===== config.mk =====
export PLATFORM = sky130hd
export DESIGN_NAME = router_egress_queue
export DESIGN_NICKNAME = d
export VERILOG_FILES = /design/src/rtl/router_egress_queue.sv
export SDC_FILE = /design/constraint.sdc
export NUM_CORES = 1
export LEC_CHECK = 0
export ABC_AREA = 1
export CORE_MARGIN = 1.5
export CORE_UTILIZATION = 35
export CTS_CLUSTER_DIAMETER = 50
export DETAILED_ROUTE_END_ITERATION = 8
export PLACE_DENSITY = 0.56
export SLEW_MARGIN = 10
export SYNTH_ARGS = -nofsm -noshare
export SYNTH_HDL_FRONTEND = slang
export SYNTH_SLANG_ARGS = --single-unit

===== constraint.sdc =====
create_clock -name clk -period 9.9 [get_ports clk]
set_clock_uncertainty 0.2 [all_clocks]
set_input_delay 1.98 -clock clk [delete_from_list [all_inputs] [get_ports clk]]
set_output_delay 1.98 -clock clk [all_outputs]
set_load 0.01 [all_outputs]

===== src/rtl/router_egress_queue.sv =====
// Four-way egress queue: each word in the din stream is buffered in the per-output FIFO
// selected by addr. Each output drains on its own valid/ready handshake. Words aimed at a
// full queue are dropped and counted in a saturating counter.
module router_egress_queue #(
    parameter int unsigned DATA_WIDTH = 32,
    parameter int unsigned DEPTH      = 4,
    parameter int unsigned CNT_WIDTH  = 8
) (
    input  logic                  clk,
    input  logic                  reset,
    input  logic [DATA_WIDTH-1:0] din,
    input  logic                  din_en,
    input  logic [1:0]            addr,
    output logic [DATA_WIDTH-1:0] dout0,
    output logic [DATA_WIDTH-1:0] dout1,
    output logic [DATA_WIDTH-1:0] dout2,
    output logic [DATA_WIDTH-1:0] dout3,
    output logic                  dout_valid0,
    output logic                  dout_valid1,
    output logic                  dout_valid2,
    output logic                  dout_valid3,
    input  logic                  dout_ready0,
    input  logic                  dout_ready1,
    input  logic                  dout_ready2,
    input  logic                  dout_ready3,
    output logic [3:0]            full,
    output logic [CNT_WIDTH-1:0]  drop_cnt
);

    localparam int unsigned PtrW = $clog2(DEPTH);
    // One extra bit so the count can hold DEPTH; empty/full come from the count alone.
    localparam int unsigned CntW = PtrW + 1;

    typedef logic [PtrW-1:0] ptr_t;
    typedef logic [CntW-1:0] cnt_t;

    localparam ptr_t PtrOne  = ptr_t'(1);
    localparam cnt_t CntOne  = cnt_t'(1);
    localparam cnt_t CntFull = cnt_t'(DEPTH);
    localparam logic [CNT_WIDTH-1:0] DropOne = {{(CNT_WIDTH-1){1'b0}}, 1'b1};

    logic [DATA_WIDTH-1:0] mem_q [4][DEPTH];
    ptr_t                  rptr_q [4];
    ptr_t                  wptr_q [4];
    cnt_t                  count_q [4];
    logic [CNT_WIDTH-1:0]  drop_cnt_q;

    logic [3:0]            ready;
    logic [3:0]            valid;
    logic [3:0]            full_vec;
    logic [3:0]            push;
    logic [3:0]            pop;
    logic                  drop;
    logic [DATA_WIDTH-1:0] head [4];

    // Status, head data and push/pop/drop decisions, all from registered state.
    always_comb begin
        ready = {dout_ready3, dout_ready2, dout_ready1, dout_ready0};
        valid = '0;
        full_vec = '0;
        pop = '0;
        push = '0;
        drop = 1'b0;
        for (int k = 0; k < 4; k++) begin
            valid[k]    = (count_q[k] != '0);
            full_vec[k] = (count_q[k] == CntFull);
            pop[k]      = valid[k] & ready[k];
            head[k]     = valid[k] ? mem_q[k][rptr_q[k]] : '0;
        end
        // A same-cycle pop does not free space: the drop decision sees registered full only.
        if (din_en) begin
            if (full_vec[addr]) begin
                drop = 1'b1;
            end else begin
                push[addr] = 1'b1;
            end
        end
    end

    // Pointer, occupancy and drop counter update.
    always_ff @(posedge clk) begin
        if (reset) begin
            for (int k = 0; k < 4; k++) begin
                rptr_q[k]  <= '0;
                wptr_q[k]  <= '0;
                count_q[k] <= '0;
            end
            drop_cnt_q <= '0;
        end else begin
            for (int k = 0; k < 4; k++) begin
                if (push[k]) begin
                    wptr_q[k] <= wptr_q[k] + PtrOne;
                end
                if (pop[k]) begin
                    rptr_q[k] <= rptr_q[k] + PtrOne;
                end
                // Simultaneous push and pop leaves the count unchanged.
                if (push[k] && !pop[k]) begin
                    count_q[k] <= count_q[k] + CntOne;
                end else if (!push[k] && pop[k]) begin
                    count_q[k] <= count_q[k] - CntOne;
                end
            end
            if (drop && (drop_cnt_q != '1)) begin
                drop_cnt_q <= drop_cnt_q + DropOne;
            end
        end
    end

    // Storage write; the RAM itself is never cleared.
    always_ff @(posedge clk) begin
        for (int k = 0; k < 4; k++) begin
            if (!reset && push[k]) begin
                mem_q[k][wptr_q[k]] <= din;
            end
        end
    end

    assign dout0       = head[0];
    assign dout1       = head[1];
    assign dout2       = head[2];
    assign dout3       = head[3];
    assign dout_valid0 = valid[0];
    assign dout_valid1 = valid[1];
    assign dout_valid2 = valid[2];
    assign dout_valid3 = valid[3];
    assign full        = full_vec;
    assign drop_cnt    = drop_cnt_q;

endmodule


Yosys cells after proc, flatten, opt, wreduce, memory -nomap -nowiden
Memory sizes are Yosys's and may differ from the RTL's.
Cells that the tools add are included.
- word-level logic and storage cells: 222
- RAM bits: 540
- memories: 4
- bits of input ports: 41
- register bits after elaboration: 8
- memories (name ; depth ; bits a word ; rd ports ; clocked after Yosys merged registers in ; wr ports ; RTL line ; source):
    mem_q ; 4 ; 128 ; 4 ; 0 ; 1 ; 42 ; logic [DATA_WIDTH-1:0] mem_q [4][DEPTH];
    count_q ; 4 ; 3 ; 4 ; 0 ; 4 ; 45 ; cnt_t count_q [4];
    rptr_q ; 4 ; 2 ; 4 ; 0 ; 4 ; 43 ; ptr_t rptr_q [4];
    wptr_q ; 4 ; 2 ; 4 ; 0 ; 4 ; 44 ; ptr_t wptr_q [4];
- reduce and logical (&&, ||, !) cells: 34
- $lt $le $gt $ge: 14
- equality and inequality tests: 5
- bitwise gates (word level): 28
- $add $sub $neg: 17
- muxes and demuxes: 119
- operators by type and width (cell ; count):
    2-to-1 mux 128 bit ; 10
    2-to-1 mux 32 bit ; 16
    OR reduction 128 bit ; 3
    binary-select mux 32 bit (select 2 bit) ; 4
    demux 32 bit (select 2 bit) ; 4
    2-to-1 mux 1 bit ; 62
    >= comparator 3 bit (second input constant) ; 8
    2-to-1 mux 3 bit ; 8
    NOT 2 -> 3 bit ; 8
    2-to-1 mux 2 bit ; 11
    logical AND 1 bit ; 18
    adder 2 x 1 -> 2 bit (second input constant) ; 8
    OR 1 bit ; 16
    adder 3 x 1 -> 3 bit (second input constant) ; 4
    equality test 3 bit (second input constant) ; 4
    less-than comparator 3 x 1 -> 1 bit (second input constant) ; 4
    nonzero test 3 bit ; 4
    subtractor 3 x 1 -> 3 bit (second input constant) ; 4
    logical NOT 1 bit ; 9
    adder 8 x 1 -> 8 bit (second input constant) ; 1
    2-to-1 mux 4 bit ; 2
    inequality test 8 bit (second input constant) ; 1
    bitwise AND 1 bit ; 4
    less-than comparator 2 x 3 -> 1 bit (second input constant) ; 1
    3 further kinds ; 3

Depth between registers and ports, before layout
- word-level depth: 13
- mapped depth: 13
- depth with buffers taken out: 13

Worst setup path after synthesis
Ideal clock, no wire load.
- path kind: input to register
- start point: input port addr[1]
- end point: memory mem_q[1][0] (netlist name) (enable)
- arrival: 4.021 ns
- stages on the path: 7
- slack: 5.258 ns
- library setup time: 0.421 ns
- path buffers: 1
- cell sequence: buf_2 nor2_1 nand3_1 nand2_2 nor2_4 nand3_2 nor2_1
- longest elaborated chain between the ends: 13
- RTL lines (element ; RTL line ; source):
    start, declared ; 13 ; input logic [1:0] addr,
    less-than comparator 2 x 3 -> 1 bit (implied by the code) or >= comparator 2 x 1 -> 1 bit (tied branches) ; 75 ; push[addr] = 1'b1;
    logical AND 1 bit (implied by the code) ; 75 ;
    2-to-1 mux 1 bit (implied by the code) ; 75 ;
    demux 1 bit (select 2 bit) ; 75 ;
    2-to-1 mux 4 bit (*) ; 72 ; if (full_vec[addr]) begin
    2-to-1 mux 4 bit (*) ; 71 ; if (din_en) begin
    logical AND 1 bit ; 113 ; if (!reset && push[k]) begin
    2-to-1 mux 1 bit ; 113 ;
    2-to-1 mux 128 bit (implied by the code) ; 114 ; mem_q[k][wptr_q[k]] <= din;
    OR reduction 128 bit (no line) ; -- ;
    2-to-1 mux 2 bit (no line) or 2-to-1 mux 128 bit (tied branches) (3 in series) ; -- ;
    end, declared ; 42 ;
Mark *: on every way between the ends. The rest lies on a longest branch, timed or not. The select of a mux whose other input is x is not followed.

==> out/metrics.yaml <==
outcome: "finished clean"
clock_path_buffers: 3
dieArea_sq_mm: 0.0647
syn_avg_cell_area_sq_um: 12.2
cts.clk_slew.worst_paths_ns: 0.05
ys_ff_latch: 548
finalWeightedCongestion: 0.750
cts.sinks: 548
io_pins: 185
synth_fp_nets: 1884
finalNetCount: 2050
holdPathStages: 2
layout-drive-gt1-share_pct: 7.67
synth_top_area_share_pct: 73.3
r2r_cells: 9
numCtsBuffers: 67
cts_tree: "yes"
drc: 0
crit_type: "register to output pin"
setup-tns-final_ns: 0
grt_pass1_vias: 13616
hp-class: "register to register"
cts_max_level: 3
grt_pass1_wl_mm: 84.0
pwr-share-seq_pct: 45.6
total_power_uw: 5700
final_cell_mix: "nor2_1, edfxtp_1, o21ai_0"
ant_nets: 0
cts_setup_buffers: 0
r2r-end: "mem_q[2][47]"
relSlewSlack_pct: 15.2
post-route-period-util_pct: 56.9
worst_ep_arrival_time_ns: 3.46
min_from: "drop_cnt[1]"
min_period_ns: 5.64
finalWirelength_mm: 56.0
grt_max_degree: 68
drt_iter0_markers: 1118
netlist_area_sq_mm: 0.0221
fmax_mhz: 177
drv_slew: 0
initial_core_util_pct: 35.6
grt_antenna_before_repair: 2
gr-total-overflow: 0
coreArea_sq_mm: 0.0621
numPortBuffers: 184
clock-root-buffer: "clkbuf_16"
power_frac_comb_pct: 13.8
die_w_um: 254
area_growth_pct: 21.6
wl_per_cell_um: 19.5
final_common_cell: "nor2_1"
power.density_mw_per_mm2: 212
hold_end: "drop_cnt[1]"
r2r_start: "count_q[3][0]"
dp_hpwl_mm: 33.3
vdd_drop_max_mv: 0.147
p_switching_uw: 1450
rsz0062_at_grt: "no"
cp-end-kind: "output pin"
crit_path_start_kind: "register"
worstPathRequired_ns: 7.72
clkLatencyLatePin_ns: 0.59
row_count: 91
cts_resized: 0
max-cap-violations: 0
fin_area_sq_mm: 0.0269
synthCells: 1820
grt_usage_pct: 17.3
place_ws_ns: 4.83
n_fill_cell: 5664
tightest_slew_ns: 1.27
placed_area_sq_mm: 0.0248
ys_warn_count: 0
path_max_fanout: 67
synth_cell_type_count: 33
die_h_um: 254
p_clk_share_pct: 40.7
leakagePower_uw: 0.00896
routed_via_density: 4.90
reg2reg_slack_ns: 6.80
hold_violations: 0
via_count: 14077
power.internal_uw: 4240
yosys-top-cells-area: "edfxtp_1, nor2_1, o21ai_0"
ys_seq_area_share_pct: 74.0
switching_share_pct: 25.5
setup_slack_ns: 4.26
setup_viol: 0
cts_hold_buffers: 0
synth_area_leader_cell: "edfxtp_1"
dr.pass1.iters: 5
worst max path at each step:
stage / startpoint / cells past startpoint / endpoint
after global placement: rptr_q[0][0] / 5 / dout0[2]
after CTS: rptr_q[0][0] / 5 / dout0[2]
after global routing: rptr_q[1][0] / 5 / dout1[20]
after detailed placement: reset / 4 / mem_q[3][81]
final: rptr_q[0][0] / 5 / dout0[2]
after floorplan: addr[1] / 7 / mem_q[1][0]
Yosys cell counts:
cell type and number:
nor3_4 1, a21oi_1 144, inv_2 11, nor2_2 3, mux2i_1 1, nor2_4 1
nor3_2 3, nand3_1 23, fa_1 3, dfxtp_1 8, clkbuf_1 58, nand4_1 2
o21bai_2 1, xnor2_1 4, ha_1 20, nand2_1 50, nand3_2 2, a21oi_2 3
inv_1 61, clkinv_1 1, nand3b_1 1, o21ai_1 3, or2_1 1, xor2_1 4
nor2_1 560, o21ai_0 260, buf_2 30, o21ai_4 1, nand2_2 6, o21a_1 1
buf_1 12, edfxtp_1 540, nor3_1 1
per-stage QoR:
step	hold WS (ns)	std cells	util, %
after floorplan	0.311	1820	-
after global placement	0.302	2754	40.0
after detailed placement	0.313	2754	40.0
after CTS	0.331	2871	43.4
after global routing	0.345	2871	43.4
final	0.332	2873	43.4
state kept, by name, indices dropped and copies added (netlist names):
signal	count
mem_q	512
count_q	12
drop_cnt	8
rptr_q	8
wptr_q	8
area by class of cell:
cell class,instances,area [sq um],share of cell area [%]
Tap cell,837,1050,3.89
Sequential cell,548,16400,60.9
Multi-Input combinational cell,1099,5180,19.3
Clock buffer,83,1760,6.53
Antenna cell,2,5.00,0.0186
Inverter,73,274,1.02
Timing Repair Buffer,197,1940,7.21
Clock inverter,34,322,1.20
critical path, stage by stage (launching register included):
cell and delay, ns:
edfxtp_1 0.35, buf_4 0.35, inv_2 0.84, o21ai_0 0.22, a21oi_1 0.44, clkdlybuf4s50_1 0.63
layer usage:
layer | GRT usage [%] | up-vias | share of wire, %
met2 | 26.9 | 372 | 45
met3 | 3.14 | 66 | 5.3
met5 | 0 | - | 0
met4 | 4.00 | 0 | 1.5
met1 | 25.3 | 6928 | 48
li1 | - | 6711 | -
power groups by stage:
stage | combinational [uW] | clock (uW) | sequential [uW]
final | 783 | 2320 | 2600
after global routing | 861 | 2450 | 2600
after floorplan | 381 | 0 | 2640
after detailed placement | 793 | 0 | 2650
after CTS | 798 | 2370 | 2600
after global placement | 789 | 0 | 2640
cell families (layout without fill, tap and decap cells):
logic type | after synthesis | in the layout | synth area share [%]
buffers and inverters | 173 | 387 | 3.11
AO/OA/AOI/OAI | 413 | 413 | 9.49
multiplexers | 1 | 1 | 0.0453
other | 0 | 2 | 0
AND/OR/NAND/NOR | 654 | 654 | 11.6
XOR/XNOR | 8 | 8 | 0.317
adder cells (fa/ha/maj) | 23 | 23 | 1.40
flip-flops | 548 | 548 | 74.0
Note: power is estimated with default switching activity, not from simulation.
==> edit 1 (config.mk and constraints unchanged) <==
Set the parameter `DATA_WIDTH` to 48 (it was 32).
--- a/src/rtl/router_egress_queue.sv
+++ b/src/rtl/router_egress_queue.sv
@@ -3,5 +3,5 @@
 // full queue are dropped and counted in a saturating counter.
 module router_egress_queue #(
-    parameter int unsigned DATA_WIDTH = 32,
+    parameter int unsigned DATA_WIDTH = 48,
     parameter int unsigned DEPTH      = 4,
     parameter int unsigned CNT_WIDTH  = 8
Ports: changed (5 resized); port bits go from 185 to 265. The function was not compared with the original's and may differ.
==> edit 1 against the unedited design <==
Die area increased by 44%; sequential cell count increased by 256; wire length increased by 72%; worst hold slack improved by 5.1 ps; critical path depth increased by 1; sequential share of layout area increased by 0.84 points; power increased by 49%; area after synthesis increased by 45%; global-route usage increased by 3.0 points; maximum frequency decreased by 5.8%; setup slack got worse by 350 ps; final area increased by 45%; critical path type unchanged.
==> edit 1: results (changes against the unedited design) <==
status = finished clean
CP max stage delay = 650 ps (-190 ps)
dpl ws = 4500 ps (-332 ps)
Worst EP arrival = 3800 ps (+340 ps)
Slew headroom = 20.3% (+5.1 points)
PostCTS Resize Cnt = 0 (unchanged)
Fill cells = 8,132 (+44%)
CTS buffer count = 98 (+46%)
Starting DRT DRC Count = 1,769 (+58%)
Worst VDD drop = 0.152 mV (+3.8%)
number of global-route vias before repair = 20,300 (+49%)
via/cell ratio = 5.11 (+4.3%)
number of flip-flops in the largest register = 768 (+50%)
Area contributors post-synth = edfxtp_1 (75%), nor2_1 (9.6%), o21ai_0 (5.8%)
cell leakage power = 13.0 nW (+45%)
H-Tree Depth = 3 (unchanged)
Nets = 2,905 (+42%)
Final GP Congestion = 0.824 (+9.9%)
Routed WL per cell = 23.6 um (+21%)
total track usage = 20.3% (+3.0 points)
Final HPWL DP = 55,600 um (+67%)
Unique masters post-synth = 30 (-9.1%)
ant diodes = 0 (-2)
sequential fraction of the synthesis area = 75.2% (+1.2 points)
critical path's slowest cell = clkdlybuf4s50_1
most frequent cells after synthesis = nor2_1 (818), edfxtp_1 (796), o21ai_0 (372)
drt first pass iters = 6 (+1)
Vias = 20,800 (+48%)
Skew-Pair Late Insertion Delay = 660 ps (+70 ps)
Post-Syn Nets = 2,657 (+41%)
share of layout cells above drive strength 1 = 7.48% (-0.19 points)
Post-synth EDFFs = 796 (+47%)
setup repair bufs after CTS = 0 (unchanged)
first-pass GRT wire length = 139,000 um (+65%)
CP Max Fanout = 64 (-4.5%)
## edit 1: worst min-delay path: stages, from the launching register on
cell and delay, ps:
dfxtp_1 350, nand2_1 80, a21oi_1 60
## edit 1: logic make-up after synthesis
kind of cell    share of synthesized area, %
flops                                   75.2
buf+inv                                 3.13
fa+ha+maj                              0.970
xor+xnor                               0.219
compound gates                          9.38
simple gates                            11.0
mux                                   0.0626
## edit 1: stage by stage
step | cell area (um2) | hold WS [ps]
finish | 39000 | 337
global route | 39000 | 368
CTS | 39000 | 332
detailed placement | 35800 | 323
global placement | 35800 | 306
floorplan | 32000 | 319
## edit 1: layout make-up
type | instances | area share, %
Clock inverter | 60 | 1.50
Sequential cell | 804 | 61.7
Timing Repair Buffer | 299 | 7.51
Tap cell | 1176 | 3.77
Clock buffer | 117 | 6.63
Inverter | 78 | 0.780
Multi-Input combinational cell | 1544 | 18.1
## edit 1: path summary, 6_finish.rpt
path,startpoint,end,slack [ps],depth (start not counted)
setup reg to reg,count_q[2][0]$_SDFFCE_PN0P_,count_q[2][2]$_SDFFCE_PN0P_,6260,10
hold reg to reg,drop_cnt[5]$_SDFFE_PP0P_,drop_cnt[5]$_SDFFE_PP0P_,340,2
hold / removal,drop_cnt[5]$_SDFFE_PP0P_,drop_cnt[5]$_SDFFE_PP0P_,340,2
setup / recovery,rptr_q[1][0]$_SDFFCE_PN0P_,dout1[8],3920,6
## edit 1: routing by layer
metal  track usage, %  share of wire, %  up-vias
li1                 -                 -     9587
met3             2.88               6.0      133
met1             27.1                43    10400
met4             6.94               2.8        0
met2             34.0                48      758
met5                0                 0        -
## edit 1: power breakdown
part	switching, mW	leakage (nW)	internal (mW)	total, mW
registers	0.0208	7.28	3.79	3.81
clock network	1.41	1.54	2.08	3.49
logic	0.759	4.19	0.440	1.20
total	2.19	13.0	6.31	8.49
==> edit 2 (same settings) <==
Without the edit above. Make the reset (`reset`) asynchronous in one clocked block.
--- a/src/rtl/router_egress_queue.sv
+++ b/src/rtl/router_egress_queue.sv
@@ -79,5 +79,5 @@
 
     // Pointer, occupancy and drop counter update.
-    always_ff @(posedge clk) begin
+    always_ff @(posedge clk or posedge reset) begin
         if (reset) begin
             for (int k = 0; k < 4; k++) begin
Function: differs if reset is asserted again (counterexample within 4 cycles, from zero or initial values and one cycle with reset high); with reset held inactive, the same outputs for 4 cycles.
==> edit 2 against the unedited design <==
Final area decreased by 1.6%; area after synthesis down 0.90%; wire length down 2.5%; critical path depth unchanged; first-iteration DRC count decreased by 9.7%; setup slack better by 110 ps; worst hold slack got worse by 2.0 ps; sequential cell count is the same; largest cell class unchanged.
Power is not compared: it rests on default switching activity, and its combinational part moved more than twofold at a synthesized area within 25%.
==> edit 2: results (changes against the unedited design) <==
status = finished clean
first-pass GRT wire length = 82,000 um (-2.4%)
Worst Tran Pin Value = 1150 ps (-124 ps)
total track usage = 16.9% (-0.42 points)
ys async rst share = 6.57% (+6.6 points)
Starting DRT DRC Count = 1,010 (-9.7%)
placed standard-cell area = 0.0247 mm2 (-0.46%)
largest net degree at the start of global routing = 67 (-1.5%)
CP max stage delay = 880 ps (+40 ps)
ant diodes = 0 (-2)
CP Max Fanout = 32 (-52%)
CTS buffer count = 58 (-13%)
crit path to = dout1[0]
post-synthesis adder-cell area fraction = 1.56% (+0.16 points)
CP Launch Point = rptr_q[5]$_DFFE_PP0P_
Unique masters post-synth = 29 (-12%)
H-Tree Depth = 2 (-1)
R2R setup slack = 7130 ps (+330 ps)
worst r2r dst = count_q[2]$_DFFE_PP0P_
critical path's slowest cell = clkinv_1
R2R depth = 10 (+1)
antenna violations before repair = 1 (-1)
Final GP Congestion = 0.755 (+0.68%)
Vias = 13,700 (-2.7%)
Post-Syn Nets = 1,839 (-2.4%)
Post-Synth XOR/XNOR Area = 0.719% (+0.40 points)
number of global-route vias before repair = 13,500 (-1.2%)
drt first pass iters = 4 (-1)
Area contributors post-synth = edfxtp_1 (70%), nor2_1 (9.3%), o21ai_0 (6.0%)
post-synthesis mux area share = 0.205% (+0.16 points)
Worst EP arrival = 3340 ps (-120 ps)
worst r2r src = count_q[0]$_DFFE_PP0P_
Synth Area in Compound Gates = 9.15% (-0.34 points)
Total Wirelength = 54,600 um (-2.5%)
Post-Syn Area per Cell = 12.4 um2 (+1.7%)
most frequent cells after synthesis = nor2_1 (544), edfxtp_1 (512), o21ai_0 (263)
sequential fraction of the synthesis area = 74.2% (+0.22 points)
hold endpoint = wptr_q[3]$_DFFE_PP0P_
non-filler cells in the finished layout = 2,831 (-1.5%)
share of layout cells above drive strength 1 = 7.82% (+0.15 points)
Nets = 2,016 (-1.7%)
edit 2: routing by layer:
metal	vias to the layer above	wire length, um	GRT usage [%]
li1	6571	-	-
met1	6758	24000	22.4
met2	271	26900	28.4
met3	95	2250	2.90
met4	0	1470	5.17
met5	-	0	0
edit 2: power by group through the flow:
stage / logic, mW / registers (mW) / clock network [mW]
floorplan: 1.65 / 2.78 / 0
global placement: 3.16 / 2.80 / 0
detailed placement: 3.19 / 2.80 / 0
CTS: 3.20 / 2.76 / 2.09
global route: 3.48 / 2.77 / 2.17
finish: 3.14 / 2.76 / 2.05
edit 2: area by class of cell:
class                   count  area, um2
fillers                  5643      35300
flip-flops and latches    548      16300
multi-input cells        1074       5100
repair buffers            214       2070
clock buffers              77       1570
well taps                 837       1050
inverters                  54        208
clock inverters            27        204
edit 2: per-stage QoR:
step	setup slack [ps]	hold slack, ps
floorplan	4800	292
global placement	5000	312
detailed placement	4990	324
CTS	4350	339
global route	4120	362
finish	4380	330
